**src/rtl/control_sequencer.sv**
```systemverilog
// Hardwired control unit: sequences fetch (T0-T2) and execute (T3-T6) for the datapath,
// decoding the instruction register it presents back and driving every control strobe.
module control_sequencer #(
    parameter int unsigned NREGS = 16,
    parameter int unsigned OPW   = 5
) (
    input  logic             Clock,
    input  logic             Clear,
    input  logic [31:0]      IR,
    output logic             Run,
    output logic             PCout,
    output logic             MARin,
    output logic             IncPC,
    output logic             PCin,
    output logic             Read,
    output logic             MDRin,
    output logic             MDRout,
    output logic             IRin,
    output logic             Yin,
    output logic             Zin,
    output logic             Zlowout,
    output logic             Zhighout,
    output logic             HIin,
    output logic             LOin,
    output logic             Cout,
    output logic [NREGS-1:0] R_in,
    output logic [NREGS-1:0] R_out,
    output logic [OPW-1:0]   opcode
);

    typedef enum logic [3:0] {
        StReset,
        StT0,
        StT1,
        StT2,
        StT3,
        StT4,
        StT5,
        StT6,
        StHalted
    } state_e;

    typedef enum logic [2:0] {
        ClsAlu,
        ClsImm,
        ClsMulDiv,
        ClsUnary,
        ClsHalt,
        ClsNop
    } cls_e;

    state_e state_q, state_d;
    cls_e   cls;

    logic [4:0] op;
    logic [3:0] ra, rb, rc;
    logic       unused_ir;

    assign op        = IR[31:27];
    assign ra        = IR[26:23];
    assign rb        = IR[22:19];
    assign rc        = IR[18:15];
    assign unused_ir = ^IR[14:0];

    function automatic logic [NREGS-1:0] sel(input logic [3:0] idx);
        sel = NREGS'(1) << idx;
    endfunction

    // Only meaningful from T3 onward, once the datapath has loaded IR.
    always_comb begin
        cls = ClsNop;
        case (op)
            5'b00011, 5'b00100, 5'b00101, 5'b00110,
            5'b00111, 5'b01000, 5'b01001, 5'b01010: cls = ClsAlu;
            5'b01100, 5'b01101, 5'b01110:           cls = ClsImm;
            5'b01111, 5'b10000:                     cls = ClsMulDiv;
            5'b10001, 5'b10010:                     cls = ClsUnary;
            5'b11011:                               cls = ClsHalt;
            default:                                cls = ClsNop;
        endcase
    end

    always_comb begin
        state_d = state_q;
        unique case (state_q)
            StReset:  state_d = StT0;
            StT0:     state_d = StT1;
            StT1:     state_d = StT2;
            StT2:     state_d = StT3;
            StT3: begin
                case (cls)
                    ClsHalt: state_d = StHalted;
                    ClsNop:  state_d = StT0;
                    default: state_d = StT4;
                endcase
            end
            StT4:     state_d = (cls == ClsUnary) ? StT0 : StT5;
            StT5:     state_d = (cls == ClsMulDiv) ? StT6 : StT0;
            StT6:     state_d = StT0;
            StHalted: state_d = StHalted;
            default:  state_d = StReset;
        endcase
    end

    always_ff @(posedge Clock) begin
        if (Clear) begin
            state_q <= StReset;
        end else begin
            state_q <= state_d;
        end
    end

    // Moore decode of state plus IR; exactly one bus driver per state at most.
    always_comb begin
        Run      = 1'b0;
        PCout    = 1'b0;
        MARin    = 1'b0;
        IncPC    = 1'b0;
        PCin     = 1'b0;
        Read     = 1'b0;
        MDRin    = 1'b0;
        MDRout   = 1'b0;
        IRin     = 1'b0;
        Yin      = 1'b0;
        Zin      = 1'b0;
        Zlowout  = 1'b0;
        Zhighout = 1'b0;
        HIin     = 1'b0;
        LOin     = 1'b0;
        Cout     = 1'b0;
        R_in     = '0;
        R_out    = '0;
        opcode   = '0;
        unique case (state_q)
            StReset, StHalted: ;
            StT0: begin
                Run   = 1'b1;
                PCout = 1'b1;
                MARin = 1'b1;
                IncPC = 1'b1;
                PCin  = 1'b1;
            end
            StT1: begin
                Run   = 1'b1;
                Read  = 1'b1;
                MDRin = 1'b1;
            end
            StT2: begin
                Run    = 1'b1;
                MDRout = 1'b1;
                IRin   = 1'b1;
            end
            StT3: begin
                Run = 1'b1;
                case (cls)
                    ClsAlu, ClsImm: begin
                        R_out = sel(rb);
                        Yin   = 1'b1;
                    end
                    ClsMulDiv: begin
                        R_out = sel(ra);
                        Yin   = 1'b1;
                    end
                    ClsUnary: begin
                        R_out  = sel(rb);
                        Zin    = 1'b1;
                        opcode = OPW'(op);
                    end
                    default: ;
                endcase
            end
            StT4: begin
                Run = 1'b1;
                case (cls)
                    ClsAlu: begin
                        R_out  = sel(rc);
                        Zin    = 1'b1;
                        opcode = OPW'(op);
                    end
                    ClsImm: begin
                        Cout   = 1'b1;
                        Zin    = 1'b1;
                        opcode = OPW'(op);
                    end
                    ClsMulDiv: begin
                        R_out  = sel(rb);
                        Zin    = 1'b1;
                        opcode = OPW'(op);
                    end
                    ClsUnary: begin
                        Zlowout = 1'b1;
                        R_in    = sel(ra);
                    end
                    default: ;
                endcase
            end
            StT5: begin
                Run     = 1'b1;
                Zlowout = 1'b1;
                if (cls == ClsMulDiv) begin
                    LOin = 1'b1;
                end else begin
                    R_in = sel(ra);
                end
            end
            StT6: begin
                Run      = 1'b1;
                Zhighout = 1'b1;
                HIin     = 1'b1;
            end
            default: ;
        endcase
    end

endmodule
```
**config.mk**
```make
export PLATFORM = sky130hd
export DESIGN_NAME = control_sequencer
export DESIGN_NICKNAME = d
export VERILOG_FILES = /design/src/rtl/control_sequencer.sv
export SDC_FILE = /design/constraint.sdc
export NUM_CORES = 1
export LEC_CHECK = 0
export ABC_AREA = 1
export BUFFER_PORTS_ARGS = -buffer_cell sky130_fd_sc_hd__buf_4
export CAP_MARGIN = 20
export CORE_ASPECT_RATIO = 0.5
export CORE_MARGIN = 5
export CORE_UTILIZATION = 47
export DETAILED_ROUTE_END_ITERATION = 10
export GPL_TIMING_DRIVEN = 0
export PLACE_DENSITY = 0.91
export REMOVE_ABC_BUFFERS = 1
export SYNTH_ARGS = -nofsm -noshare
export SYNTH_HDL_FRONTEND = slang
export SYNTH_SLANG_ARGS = --single-unit
```
**constraint.sdc**
```tcl
create_clock -name Clock -period 1.82 [get_ports Clock]
set_input_delay 0.091 -clock Clock [delete_from_list [all_inputs] [get_ports Clock]]
set_output_delay 0.091 -clock Clock [all_outputs]
set_load 0.01 [all_outputs]
```
# Word level (Yosys, flattened, before mapping)

Memories as Yosys holds them, arrays and structs flattened.
Cells that the tools add are included.

Eq/ne operators: 13
Multiply operators: 0
Add/subtract/negate cells: 0
Reduce and logical (&&, ||, !) cells: 6
Div/mod/pow operators: 0
Multiplexer cells: 27
Bitwise logic cells: 0
Shift operators: 3
Order comparisons: 0

Operators with widths:

| kind                 | number |
|---|---|
| $pmux 16 s2          | 4 |
| $shl 1x4->16 const A | 3 |
| $mux 16              | 2 |
| $pmux 4 s8           | 1 |
| $eq 4x3->1 const B   | 4 |
| $mux 1               | 12 |
| $mux 5               | 2 |
| $pmux 5 s2           | 1 |
| $eq 4x2->1 const B   | 2 |
| $pmux 4 s2           | 1 |
| $reduce_or 7->1      | 1 |
| $eq 3x2->1 const B   | 2 |
| $eq 3x3->1 const B   | 2 |
| $mux 3               | 2 |
| $reduce_or 3->1      | 2 |
| $eq 4x1->1 const B   | 1 |
| $eq 4x4->1 const B   | 1 |
| $logic_not 4->1      | 1 |
| $pmux 1 s2           | 2 |
| $eq 3x1->1 const B   | 1 |
| $logic_not 3->1      | 1 |
| $reduce_or 2->1      | 1 |

Output and inout bits: 53
Memories: 1
ROM bits: 96
Memory bits (writable): 0
Logic and storage cells: 51
Register bits: 4
Bits in latches: 0
Input bits: 34

Memory list:

| memory          | depth | width | read ports | clocked after memory_dff | wr ports | line | RTL |
|---|---|---|---|---|---|---|---|
| (no name shown) | 32    | 3     | 1          | 0                        | 0        | 72   | `case (op)` |

# Logic depth before layout (Yosys ltp)

An unclocked memory read counts as a cell.

Depth in word-level cells: 5
Depth in mapped cells: 13

# Worst setup path before layout

Ideal clock, no wire load.

Kind: flip-flop to output port
From: reg state_q[2]
To: out opcode[0]
Arrival time: 1.392 ns
Data required time: 1.729 ns
Stages on the path, launching flop included: 9
Setup slack: 0.337 ns
Buffers on the path: 0
Path through: dfxtp_1 -> inv_1 -> nor2_1 -> inv_1 -> nor2_2 -> inv_1 -> o21ai_1 -> inv_1 -> nor2_1

Word-level cells in the longest chain between the ends: 2
Elaborated cells on any way between the ends: 3

Ends and longest elaborated chain:

| what                   | line | RTL |
|---|---|---|
| from (decl)            | 52   | `state_e state_q, state_d;` |
| from (signal assigned) | 107  | `state_q <= StReset;` |
| from (signal assigned) | 109  | `state_q <= state_d;` |
| $eq 4x3->1             | 134  | `unique case (state_q)` |
| $pmux 5 s2 *           | 134  |  |
| to (decl)              | 28   | `output logic [OPW-1:0] opcode` |

Mark *: on every way between the ends. The rest lies on a longest branch, timed or not.

# Final worst setup path

From: reg state_q[0]
To: out Yin

Word-level cells in the longest chain between the ends: 2

Ends and longest elaborated chain:

| what       | line | RTL |
|---|---|---|
| $eq 4x3->1 | 134  |  |
| $mux 1     | 134  |  |
| to (decl)  | 19   | `output logic Yin,` |

No other way between the ends.

==> flow_summary.json <==
{
  "outcome": "finished, final reports clean",
  "crit_path_end_kind": "primary output",
  "reg_top3": "state_q x4",
  "critPathMaxStageDelay_ns": 0.37,
  "dr.pass1.iters": 5,
  "htreeDepth": 1,
  "clock-sinks": 4,
  "final_common_cell": "nand2_1",
  "grt_start_max_net_pins": 18,
  "maxCapViolCount": 0,
  "fin_cells": 492,
  "ys_ff_latch": 4,
  "met1_length_mm": 2.63,
  "coreArea_um2": 3490,
  "largest_register_ffs": 4,
  "clk_latency_ns": 0.22,
  "place.gp.congestion": 0.906,
  "cts_buffers": 3,
  "hold_path_depth": 2,
  "required_ns": 1.73,
  "wl_met2_mm": 2.59,
  "clk_pin_slew_ns": 0.03,
  "synth_top_area_cell": "nand2_1",
  "die_w_um": 95.7,
  "ys_seq_area_frac": 0.0464,
  "cts_root_buffer": "clkbuf_8",
  "viasPerCell": 4.97,
  "die-area_um2": 5060,
  "synth_adder_area_share": 0,
  "leakagePower_nw": 1.34,
  "grt_pass1_vias": 1891,
  "setup_viol": 0,
  "period_minus_slack_ns": 1.74,
  "whs_endpoint": "state_q[3]$_SDFF_PP0_",
  "total_power_mw": 0.671,
  "grt_pass1_wl_mm": 8.78,
  "netlist-cell-type-count": 24,
  "synth_area_um2": 1730,
  "max_clock_freq_mhz": 575,
  "num-nets-final": 477,
  "worstPathCellList": "nor2_1 -> inv_1 -> nor2_4 -> inv_1 -> nor2_2 -> inv_1 -> nor2_1 -> buf_4",
  "hold_viol_final": 0,
  "maxUsedRoutingLayer": "met4",
  "finalWirelength_mm": 5.80,
  "synth_compound_area_frac": 0.0239,
  "powerDensity_nw_per_um2": 282,
  "syn_to_final_growth_pct": 37.6,
  "synth_top_area_share": 0.320,
  "synthFlopType": "dfxtp_1",
  "cp_max_fo": 5,
  "ios": 87,
  "grt_remaining_overflow": 0,
  "num-fill-cells": 336,
  "crit_path_frequent_cell": "inv_1",
  "drtIter0Drc": 224,
  "hp-start": "Clear",
  "finClkSkew_ns": 0.00519,
  "ant_nets": 0,
  "start_util": 0.495,
  "cp-start-kind": "flip-flop",
  "reg2regPathDepth": 7,
  "max_flop_register": "state_q",
  "yosys_warnings": 0,
  "synth_top_family_by_area": "simple AND/OR/NAND/NOR gates",
  "cts_tree": "done",
  "place_hpwl_mm": 4.25,
  "grt_usage": 0.219,
  "crit_type": "reg2out",
  "synth_edf_count": 0,
  "drc": 0,
  "port_buffers": 71,
  "wl_met3_um": 518,
  "rrSetupSlack_ns": 0.26,
  "arrival_ns": 1.65,
  "timing.hold.ws_ns": 0.0481,
  "critPathSlowestCell": "dfxtp_1",
  "ys_async_sr_fraction": 0,
  "diodes": 0,
  "maxSlewHeadroom": 0.694,
  "worst_slew_pin_slew_ns": 0.456,
  "rr_startpoint": "state_q[1]$_SDFF_PP0_",
  "antenna_found_initial": 0,
  "rows": 15,
  "mostFrequentLayoutCells": "nand2_1, buf_4, nor2_1",
  "synth-xor-area-share": 0,
  "ir_drop_mv": 0.460,
  "reg2reg_to": "state_q[2]$_SDFF_PP0_",
  "muxShareOfSynthArea": 0,
  "holdBufCountCts": 0,
  "vias": 2447,
  "clk_path_buf_depth": 2,
  "dp_cells": 484,
  "die_y_um": 52.9,
  "synth-simple-area-share": 0.743,
  "drv_slew": 0,
  "min_path_type": "in2reg",
  "fin_crit_sh": 0.956,
  "syn_inst": 380,
  "syn_area_per_cell_um2": 4.54,
  "drive_gt1_frac": 0.270,
  "synthTopCellsByArea": "nand2_1, nor2_1, nand3_1, inv_1, nor2_2",
  "wl_per_cell_um": 11.8
}
## final cells by class
type,instances,area [µm²],share of cell area
clock buffers,3,41.3,0.0174
repair buffers,75,588,0.247
multi-input cells,306,1400,0.588
well taps,51,63.8,0.0269
flip-flops and latches,4,80.1,0.0337
inverters,53,206,0.0869
## worst max path at each step
stage	start	to	cells after the start
2_1_floorplan	state_q[3]$_SDFF_PP0_	state_q[1]$_SDFF_PP0_	7
3_3_place_gp	IR[29]	R_out[6]	13
3_5_place_dp	state_q[2]$_SDFF_PP0_	opcode[1]	9
4_1_cts	IR[27]	R_out[14]	13
5_1_grt	state_q[2]$_SDFF_PP0_	R_in[8]	9
6_report	state_q[0]$_SDFF_PP0_	Yin	8
## where the power goes
| group | total [mW] | switching [mW] | internal (mW) |
|---|---|---|---|
| Clock | 0.188 | 0.0467 | 0.141 |
| Sequential | 0.104 | 0.00906 | 0.0949 |
| Combinational | 0.379 | 0.244 | 0.135 |
## worst max-delay path, delay by kind of cell (launching register included)
family	cells	cell delay [ns]
buf+inv	4	0.41
flops	1	0.37
simple gates	4	0.64
## cells by family after synthesis
logic type	count (synthesis)
simple gates	298
flops	4
compound gates	7
buf+inv	71
## stage by stage
step	setup slack (ns)	area (µm²)	util	setup TNS [ns]
after global placement	-0.102	2200	0.630	-1.22
final	0.0809	2380	0.681	0
after floorplan	0.0942	1600	-	0
after global routing	-0.0145	2380	0.681	-0.0545
after CTS	0.0260	2260	0.648	0
after detailed placement	-0.149	2200	0.630	-1.69
## what timing repair did
item | in CTS | in global routing
pin swaps | 2 | 2
cloned | 1 | 0
resized for setup | 2 | 14
setup buffers | 1 | 3
setup endpoints to repair | 26 | 40
## cells in the mapped netlist, drive strengths merged, types with 2 or more instances
library cell  number
dfxtp              4
inv               52
nor3               2
buf               14
nand2            157
o21ai              4
nand3             50
nor2              88
clkbuf             4
## metal layers
metal	track usage	up-vias
met3	0.0128	7
met5	0	-
met4	0.0448	0
li1	-	1262
met1	0.342	1056
met2	0.323	122
No activity file was read; power rests on OpenSTA's default activity.
